## src/rtl/imem_loader_if.sv

```systemverilog
// rtl/imem_loader_if.sv - byte-stream input and instruction-memory write bus of the loader
interface imem_loader_if #(
    parameter int D = 12,
    parameter int W = 9
);
    logic         in_valid;
    logic [7:0]   in_data;
    logic         in_ready;
    logic         imem_wr_en;
    logic [D-1:0] imem_addr;
    logic [W-1:0] imem_wr_data;

    modport slave (
        input  in_valid, in_data,
        output in_ready, imem_wr_en, imem_addr, imem_wr_data
    );

    modport master (
        output in_valid, in_data,
        input  in_ready, imem_wr_en, imem_addr, imem_wr_data
    );
endinterface

```

## src/rtl/imem_loader.sv

```systemverilog
// rtl/imem_loader.sv - packs a length-prefixed byte stream into 9-bit words written from address 0
module imem_loader #(
    parameter int D = 12,
    parameter int W = 9
) (
    input  logic          clk,
    input  logic          rst_n,
    input  logic          load_req,
    imem_loader_if.slave  bus,
    output logic          core_start,
    input  logic          core_done,
    output logic          busy,
    output logic          err
);
    typedef enum logic [3:0] {
        IDLE, CNT_LO, CNT_HI, INS_LO, INS_HI, WRITE, RELEASE, RUN, ERR
    } state_t;

    localparam logic [D:0] ONE = {{D{1'b0}}, 1'b1};

    state_t      state, nxt;
    logic [7:0]  cnt_lo;
    logic [7:0]  ins_lo;
    logic [D:0]  count;
    logic [D:0]  index;
    logic [15:0] hdr;
    logic        xfer;
    logic        unused_done;

    // The core's done flag is observed only; the loader never reacts to it.
    assign unused_done = core_done;
    assign xfer        = bus.in_valid && bus.in_ready;
    assign hdr         = {bus.in_data, cnt_lo};

    always_comb begin
        nxt = state;
        case (state)
            IDLE, RUN, ERR: if (load_req) nxt = CNT_LO;
            CNT_LO:         if (xfer) nxt = CNT_HI;
            CNT_HI: begin
                if (xfer) begin
                    if ({1'b0, hdr} > (17'd1 << D)) nxt = ERR;
                    else if (hdr == 16'd0)          nxt = RELEASE;
                    else                            nxt = INS_LO;
                end
            end
            INS_LO:         if (xfer) nxt = INS_HI;
            INS_HI:         if (xfer) nxt = (bus.in_data[7:1] != 7'd0) ? ERR : WRITE;
            WRITE:          nxt = (index + ONE == count) ? RELEASE : INS_LO;
            RELEASE:        nxt = RUN;
            default:        nxt = IDLE;
        endcase
    end

    // Outputs are registered from the next state so they line up with the state they describe.
    always_ff @(posedge clk or negedge rst_n) begin
        if (!rst_n) begin
            state            <= IDLE;
            cnt_lo           <= '0;
            ins_lo           <= '0;
            count            <= '0;
            index            <= '0;
            bus.in_ready     <= 1'b0;
            bus.imem_wr_en   <= 1'b0;
            bus.imem_addr    <= '0;
            bus.imem_wr_data <= '0;
            core_start       <= 1'b1;
            busy             <= 1'b0;
            err              <= 1'b0;
        end else begin
            state <= nxt;
            if (state == CNT_LO && xfer) cnt_lo <= bus.in_data;
            if (state == CNT_HI && xfer) begin
                count <= hdr[D:0];
                index <= '0;
            end
            if (state == INS_LO && xfer) ins_lo <= bus.in_data;
            if (state == WRITE) index <= index + ONE;

            bus.in_ready   <= (nxt inside {CNT_LO, CNT_HI, INS_LO, INS_HI});
            bus.imem_wr_en <= (nxt == WRITE);
            if (nxt == WRITE) begin
                bus.imem_addr    <= index[D-1:0];
                bus.imem_wr_data <= W'({bus.in_data[0], ins_lo});
            end
            core_start <= (nxt != RUN);
            busy       <= (nxt inside {CNT_LO, CNT_HI, INS_LO, INS_HI, WRITE, RELEASE});
            err        <= (nxt == ERR);
        end
    end
endmodule

```

## src/flat_wrapper.sv

```systemverilog
// flat-port wrapper written by rule: the top's interface ports become plain ports
module imem_loader_flat 
#(
    parameter int D = 12,
    parameter int W = 9
)
  (clk, rst_n, load_req, core_start, core_done, busy, err, bus_in_valid, bus_in_data, bus_in_ready, bus_imem_wr_en, bus_imem_addr, bus_imem_wr_data);
  imem_loader_if #(.D(D), .W(W)) bus_i ();
  input  logic clk;
  input  logic rst_n;
  input  logic load_req;
  output logic core_start;
  input  logic core_done;
  output logic busy;
  output logic err;
  input wire logic [$bits(bus_i.in_valid)-1:0] bus_in_valid;
  input wire logic [$bits(bus_i.in_data)-1:0] bus_in_data;
  output wire logic [$bits(bus_i.in_ready)-1:0] bus_in_ready;
  output wire logic [$bits(bus_i.imem_wr_en)-1:0] bus_imem_wr_en;
  output wire logic [$bits(bus_i.imem_addr)-1:0] bus_imem_addr;
  output wire logic [$bits(bus_i.imem_wr_data)-1:0] bus_imem_wr_data;
  assign bus_i.in_valid = bus_in_valid;
  assign bus_i.in_data = bus_in_data;
  assign bus_in_ready = bus_i.in_ready;
  assign bus_imem_wr_en = bus_i.imem_wr_en;
  assign bus_imem_addr = bus_i.imem_addr;
  assign bus_imem_wr_data = bus_i.imem_wr_data;
  imem_loader #(.D(D), .W(W)) u_core (.clk(clk), .rst_n(rst_n), .load_req(load_req), .bus(bus_i), .core_start(core_start), .core_done(core_done), .busy(busy), .err(err));
endmodule
```

## config.mk

```make
export PLATFORM = sky130hd
export DESIGN_NAME = imem_loader_flat
export DESIGN_NICKNAME = d
export VERILOG_FILES = /design/src/rtl/imem_loader_if.sv /design/src/rtl/imem_loader.sv /design/src/flat_wrapper.sv
export SDC_FILE = /design/constraint.sdc
export NUM_CORES = 1
export LEC_CHECK = 0
export BUFFER_PORTS_ARGS = -buffer_cell sky130_fd_sc_hd__buf_2
export CORE_ASPECT_RATIO = 0.75
export CORE_MARGIN = 1.5
export CORE_UTILIZATION = 40
export DETAILED_ROUTE_END_ITERATION = 8
export GPL_TIMING_DRIVEN = 0
export PLACE_DENSITY = 0.7
export SYNTH_ARGS = -nofsm -noshare
export SYNTH_HDL_FRONTEND = slang
export SYNTH_SLANG_ARGS = --single-unit
```

## constraint.sdc

```tcl
create_clock -name clk -period 6.3 [get_ports clk]
set_input_delay 1.26 -clock clk [delete_from_list [all_inputs] [get_ports clk]]
set_output_delay 1.26 -clock clk [all_outputs]
set_load 0.005 [all_outputs]
```

==> impl_metrics.yaml, run 1 <==
setup_path:
  path_max_fanout: 10
  timing.critical_path.to_type: "flip-flop"
  ff2ff_setup_slack_ns: 3.63
  arrival_time_of_the_worst_setup_path_ns: 3.28
  slowest_stage: "sky130_fd_sc_hd__nor3_1"
  worst_flop_to_flop_path_endpoint: "u_core.bus.in_ready"
  timing_worst_setup_path_type: "input pin to flip-flop"
  critPathMaxStageDelay_ns: 0.46
  crit_family: "simple AND/OR/NAND/NOR gates"
  timing.critical_path.cells: "buf_2, or3_1, nor3_1, nand3_1, clkbuf_1, mux2_2"
  cp.buffers_inverters: 2
  critPathLaunchType: "input pin"
  critical_path.startpoint: "bus_in_data[1]"
  worstPathRequired_ns: 6.51
  reg2reg_depth: 8
  source_of_the_worst_register_to_register_timing_path: "u_core.index[0]"
global_routing:
  grt_first_pass_wirelength_um: 12420
  initial_antenna_violation_count: 0
  gr-total-overflow: 0
  grt_max_degree: 73
  grt_pass1_vias: 2468
  grtUsageTotal_pct: 17.78
clock_network:
  clock_tree.root_cell: "sky130_fd_sc_hd__clkbuf_16"
  clkLatencyLatePin_ns: 0.33
  numCtsBuffers: 9
  clkSinkCount: 72
  htreeDepth: 3
  cts_setup_buffers: 0
  cts_hold_repair.buffers: 0
  cts_buffer_depth: 2
  cts_resized: 0
  clk_pin_slew_ns: 0.06
  cts_tree: "built"
yosys:
  synth_flop_cell: "sky130_fd_sc_hd__dfrtp_1"
  syn_inst: 305
  avgSynthCellArea_um2: 11.22
  synth_edf_count: 0
  synth.net_count: 319
  synth.ff_latch_count: 72
  synth.lib_cells_used.distinct: 54
  synthesis.area_um2: 3423
  ys_seq_area_share_pct: 52.67
  asyncSetResetFlopFracSynth_pct: 100.0
  yosysWarningCount: 0
placement:
  gpl.final_weighted_congestion: 0.8152
  portBuffers: 37
  hpwl_um: 5122
  worst_slack_after_detailed_placement_ns: 2.932
sta:
  tightest_slew_ns: 0.8975
  maxSlewHeadroom_pct: 40.17
  finalSetupViolCount: 0
  period_minus_slack_ns: 3.063
  timing.setup.tns_ns: 0
  clock.fmax_ghz: 0.3265
  postLayoutSetupSlackWorst_ns: 3.237
  hold_violations: 0
  layout_worst_path_cycle_share_pct: 48.62
  slew_viol_final: 0
  unrepaired_setup_endpoints_after_global_routing: "no"
  finalClockSkew_ns: 0.005056
floorplan:
  die_width_um: 109.8
  initial_utilization_pct: 40.84
  design.portCount: 39
  fp.dieArea_um2: 9128
  floorplan.core_area_um2: 8382
  placementRows: 29
  dieHeight_um: 83.12
hold_path:
  worst_hold_path.num_cells: 2
  min_from: "u_core.ins_lo[1]"
  worst_min_delay_path_endpoint: "u_core.bus.imem_wr_data[1]"
  worst_hold_path_type: "flip-flop to flip-flop"
finish:
  most_frequent_cells_in_the_layout: "sky130_fd_sc_hd__dfrtp_1 (71), sky130_fd_sc_hd__nand2_1 (43), sky130_fd_sc_hd__mux2_2 (42)"
  layout_commonest_cell: "sky130_fd_sc_hd__dfrtp_1"
  layout-drive-gt1-share_pct: 31.28
  design.final.nets: 367
  area_growth_syn_to_layout_pct: 18.17
  antennaDiodeCount: 0
  num-fill-cells: 786
pwr:
  power_density_nw_per_um2: 432.8
  worst_ir_drop_vdd_mv: 0.1447
  total_leakage_power_nw: 1.883
route:
  routedWlPerCell_um: 15.55
  viasPerCell: 5.253
  route.antenna.remaining_nets: 0
  dr.pass1.iters: 4
  wl_um: 7245
  detail_route.drc_violations: 0
  num_vias: 2448
  drt-initial-drc-count: 148
flow_run:
  cap_violations: 0
run_status:
  status: "complete, no violations"
[cell type report]
cell class	count	area, um^2	share of cell area, %
timing repair buffer	37	187.7	4.640
buffer	14	83.83	2.072
inverter	3	11.26	0.2784
clock buffer	11	242.7	6.001
clock inverter	5	56.30	1.392
tap	108	135.1	3.341
sequential	72	1803	44.57
multi-input combinational	216	1525	37.70
[cell usage after synthesis, drive strengths merged (2+ instances only)]
library cell	n	area share [%]
nand3	10	1.6
nor2	17	2.1
or3	4	0.73
clkbuf	6	0.69
o31ai	3	1.1
xor2	6	1.5
o21ai	24	3.5
and3	3	0.69
xnor2	15	3.8
or4	2	0.55
and2	4	0.73
a31oi	2	0.37
o32ai	2	0.51
inv	2	0.22
buf	8	1.8
nor4	3	0.73
o41ai	3	0.77
mux2i	2	0.58
a21oi	3	0.44
nor3	8	1.2
o21a	2	0.44
nand2	45	5.2
mux2	42	14
o211ai	2	0.44
dfrtp	71	52
nand4	2	0.80
[stage by stage]
stage / hold WS (ns) / area, um^2 / instances / total power [mW] / util, %
after global placement: 0.4475 / 3744 / 450 / 1.222 / 44.66
after CTS: 0.4700 / 4045 / 466 / 1.763 / 48.26
after floorplan: 0.4348 / 3423 / 305 / 1.106 / -
after global routing: 0.4944 / 4045 / 466 / 1.864 / 48.26
after detailed placement: 0.4529 / 3746 / 450 / 1.250 / 44.69
final: 0.4649 / 4045 / 466 / 1.751 / 48.26
[power by group]
part	leakage, nW	switching [mW]	internal, mW
Sequential	0.938	0.114	0.606
Clock	0.145	0.190	0.316
Combinational	0.800	0.263	0.261
Total	1.88	0.567	1.18
[state kept, by name (all words and copies together) (netlist names)]
register                 count
u_core.busy                  1
u_core.bus.imem_wr_en        1
u_core.bus.imem_wr_data      9
u_core.bus.imem_addr        12
u_core.bus.in_ready          1
u_core.index                13
u_core.state                 4
u_core.err                   1
u_core.count                13
u_core.ins_lo                8
u_core.cnt_lo                8
u_core.core_start            1
[routing by layer]
metal / share of wire [%] / global-route usage (%)
met3: 6.3 / 5.416
met5: 0 / 0
met2: 43 / 24.84
met4: 0.77 / 3.896
met1: 49 / 27.00
[how the worst max path moves through the flow]
stage                                       to  cells after the start
floorplan             u_core.bus.imem_addr[10]                      5
global placement       u_core.bus.imem_addr[8]                      6
detailed placement     u_core.bus.imem_addr[6]                      6
CTS                    u_core.bus.imem_addr[6]                      6
global route        u_core.bus.imem_wr_data[5]                      8
finish                 u_core.bus.imem_addr[6]                      6
[worst register-to-register path: cells and delay by family (launching register included)]
kind	cells	cell delay, ns
DFF	1	0.48
adders and majority gates	1	0.35
AOI/OAI and AO/OA	1	0.26
and+or+nand+nor	4	1.17
xor gates and xnor gates	2	0.34
[kinds of logic (layout without fill, tap and decap cells)]
kind of cell	count (synthesis)	after routing	share of synthesized area, %
flip-flops	72	72	52.67
buffers and inverters	17	70	2.777
multiplexers	44	44	14.40
adder cells (fa/ha/maj)	1	1	0.3654
AND/OR/NAND/NOR	105	105	15.90
XOR/XNOR	21	21	5.373
AO/OA/AOI/OAI	45	45	8.516
Power figures use the tool's default switching activity.
==> run 2: changes to the inputs <==
--- a/config.mk
+++ b/config.mk
@@ -5,13 +5,14 @@
 export SDC_FILE = /design/constraint.sdc
 export NUM_CORES = 1
 export LEC_CHECK = 0
+export ABC_AREA = 1
 export BUFFER_PORTS_ARGS = -buffer_cell sky130_fd_sc_hd__buf_2
 export CORE_ASPECT_RATIO = 0.75
 export CORE_MARGIN = 1.5
 export CORE_UTILIZATION = 40
 export DETAILED_ROUTE_END_ITERATION = 8
 export GPL_TIMING_DRIVEN = 0
-export PLACE_DENSITY = 0.7
+export PLACE_DENSITY = 0.72
 export SYNTH_ARGS = -nofsm -noshare
 export SYNTH_HDL_FRONTEND = slang
 export SYNTH_SLANG_ARGS = --single-unit
==> constraint.sdc (replaced) <==
create_clock -name clk -period 2.74 [get_ports clk]
set_input_delay 0.548 -clock clk [delete_from_list [all_inputs] [get_ports clk]]
set_output_delay 0.548 -clock clk [all_outputs]
set_load 0.005 [all_outputs]
==> impl_metrics.yaml, run 2 <==
global_routing:
  initial_antenna_violation_count: 0
  grt_first_pass_wirelength_um: 13340
  gr-total-overflow: 0
  grtUsageTotal_pct: 18.08
  grt_pass1_vias: 2812
  grt_max_degree: 73
route:
  num_vias: 2905
  drt-initial-drc-count: 124
  detail_route.drc_violations: 0
  routedWlPerCell_um: 12.82
  route.antenna.remaining_nets: 0
  wl_um: 7680
  dr.pass1.iters: 4
  viasPerCell: 4.850
yosys:
  synth.net_count: 452
  syn_inst: 438
  synth.largest_area_cell: "sky130_fd_sc_hd__dfrtp_1"
  synth_top_cells_by_count: "sky130_fd_sc_hd__nand2_1 (124), sky130_fd_sc_hd__dfrtp_1 (71), sky130_fd_sc_hd__inv_1 (64), sky130_fd_sc_hd__o21ai_0 (59), sky130_fd_sc_hd__nand3_1 (31)"
  synth.ff_latch_count: 72
  yosysWarningCount: 0
  synth_edf_count: 0
  synthTopCellsByArea: "sky130_fd_sc_hd__dfrtp_1 (51%), sky130_fd_sc_hd__nand2_1 (13%), sky130_fd_sc_hd__o21ai_0 (8.5%)"
  ys_seq_area_share_pct: 51.97
  synth.lib_cells_used.distinct: 30
  post-synth-top-count-cell: "sky130_fd_sc_hd__nand2_1"
  synth_flop_cell: "sky130_fd_sc_hd__dfrtp_1"
  avgSynthCellArea_um2: 7.921
  synthesis.area_um2: 3470
  asyncSetResetFlopFracSynth_pct: 100.0
  yosys.area.top_type_share_pct: 51.21
placement:
  gpl.final_weighted_congestion: 0.8310
  portBuffers: 37
  place_inst: 583
  hpwl_um: 5628
pwr:
  power.total_mw: 4.343
  power_density_nw_per_um2: 1070
  total_leakage_power_nw: 2.064
  worst_ir_drop_vdd_mv: 0.5278
clock_network:
  cts_tree: "built"
  numCtsBuffers: 9
  cts_resized: 0
  cts_setup_buffers: 0
  clkSinkCount: 72
  cts_hold_repair.buffers: 0
  clock_tree.root_cell: "sky130_fd_sc_hd__clkbuf_16"
  clkLatencyLatePin_ns: 0.34
  cts_buffer_depth: 2
  htreeDepth: 3
  clk_pin_slew_ns: 0.06
setup_path:
  arrival_time_of_the_worst_setup_path_ns: 2.29
  timing_worst_setup_path_type: "flip-flop to flip-flop"
  critPathMaxStageDelay_ns: 0.40
  slowest_stage: "sky130_fd_sc_hd__dfrtp_1"
  worstPathRequired_ns: 2.97
  reg2reg_depth: 16
  ff2ff_setup_slack_ns: 0.68
  timing.critical_path.cells: "ha_1, nand2_1, inv_1, nand2_1, nand2_1, nand2_1, nand2_1, nand2_1, nor2_1, nand2_1, nor2_2, nand4_1, nand2_2, inv_1, nand2_1, nand2_1"
  path_max_fanout: 4
  critical_path.startpoint: "u_core.index[0]"
  worst_flop_to_flop_path_endpoint: "u_core.busy"
  critPathLaunchType: "flip-flop"
  crit_family: "simple AND/OR/NAND/NOR gates"
  timing.critical_path.to_type: "flip-flop"
  cp.buffers_inverters: 2
  source_of_the_worst_register_to_register_timing_path: "u_core.index[0]"
  cp_num_cells: 16
  critPathCapture: "u_core.busy"
  critPathMostFrequentCell: "sky130_fd_sc_hd__nand2_1"
floorplan:
  die_width_um: 110.5
  design.portCount: 39
  floorplan.core_area_um2: 8454
  fp.dieArea_um2: 9247
  dieHeight_um: 83.66
  placementRows: 29
  initial_utilization_pct: 41.04
finish:
  largest_registers: "u_core.count x13, u_core.index x13, u_core.bus.imem_addr x12"
  layout-drive-gt1-share_pct: 14.26
  design.final.nets: 500
  most_frequent_cells_in_the_layout: "sky130_fd_sc_hd__nand2_1 (124), sky130_fd_sc_hd__dfrtp_1 (71), sky130_fd_sc_hd__inv_1 (64)"
  antennaDiodeCount: 0
  area_growth_syn_to_layout_pct: 16.99
  layout_commonest_cell: "sky130_fd_sc_hd__nand2_1"
  layout.core_utilization_pct: 48.01
  final_cell_count_no_fill: 599
hold_path:
  worst_hold_path_type: "input pin to async pin"
sta:
  finalClockSkew_ns: 0.006338
  period_minus_slack_ns: 2.061
  finalSetupViolCount: 0
  clock.fmax_ghz: 0.4851
  maxSlewHeadroom_pct: 40.69
  layout_worst_path_cycle_share_pct: 75.23
  final.hold.worst_slack_ns: 0.3447
  hold_violations: 0
  timing.setup.tns_ns: 0
  slew_viol_final: 0
  unrepaired_setup_endpoints_after_global_routing: "no"
  tightest_slew_ns: 0.8896
run_status:
  status: "complete, no violations"
flow_run:
  cap_violations: 0
-- run 2: kinds of logic after synthesis --
family	count (synthesis)	share of synthesized area [%]
fa+ha+maj	1	0.3606
flops	72	51.97
compound gates	74	11.22
simple gates	211	26.79
buf+inv	76	8.258
xor+xnor	4	1.407
-- run 2: per-stage QoR --
step | worst slack [ns] | area [um^2]
6_report | 0.6786 | 4059
5_1_grt | 0.3888 | 4059
4_1_cts | 0.6761 | 4059
3_5_place_dp | 0.4821 | 3792
3_3_place_gp | 0.5096 | 3790
2_1_floorplan | 0.9715 | 3470
-- run 2: worst register-to-register path: stages (launching register included) --
cell	delay, ns
sky130_fd_sc_hd__dfrtp_1	0.40
sky130_fd_sc_hd__ha_1	0.24
sky130_fd_sc_hd__nand2_1	0.10
sky130_fd_sc_hd__inv_1	0.13
sky130_fd_sc_hd__nand2_1	0.09
sky130_fd_sc_hd__nand2_1	0.09
sky130_fd_sc_hd__nand2_1	0.05
sky130_fd_sc_hd__nand2_1	0.05
sky130_fd_sc_hd__nand2_1	0.06
sky130_fd_sc_hd__nor2_1	0.08
sky130_fd_sc_hd__nand2_1	0.08
sky130_fd_sc_hd__nor2_2	0.13
sky130_fd_sc_hd__nand4_1	0.13
sky130_fd_sc_hd__nand2_2	0.15
sky130_fd_sc_hd__inv_1	0.05
sky130_fd_sc_hd__nand2_1	0.07
sky130_fd_sc_hd__nand2_1	0.05
-- run 2: cell type report --
class / count / area [um^2]
Multi-Input combinational cell: 290 / 1380
Inverter: 67 / 251.5
Tap cell: 108 / 135.1
Clock inverter: 5 / 33.78
Buffer: 9 / 35.03
Sequential cell: 72 / 1803
Clock buffer: 11 / 232.7
Fill cell: 846 / 4395
Timing Repair Buffer: 37 / 187.7
-- run 2: how the worst min path moves through the flow --
stage | depth (start not counted) | startpoint | endpoint
floorplan | 0 | rst_n | u_core.bus.imem_addr[0]
global placement | 2 | u_core.bus.imem_addr[3] | u_core.bus.imem_addr[3]
detailed placement | 2 | u_core.bus.imem_addr[2] | u_core.bus.imem_addr[2]
CTS | 1 | rst_n | u_core.index[8]
global route | 1 | rst_n | u_core.bus.imem_addr[3]
finish | 1 | rst_n | u_core.index[7]
-- run 2: where the power goes --
part,total [mW],internal (mW),leakage [nW],switching [mW]
registers,1.83,1.52,0.936,0.310
clock network,1.05,0.610,0.126,0.438
logic,1.47,0.587,1.00,0.881
-- run 2: layer usage --
layer	wire length [um]	vias to the layer above	global-route usage (%)	share of wire [%]
met5	0	-	0	0
met4	95	0	5.245	1.2
met3	416	11	5.447	5.4
met2	3306	58	27.38	43
met1	3861	1340	25.15	50
li1	-	1496	-	-
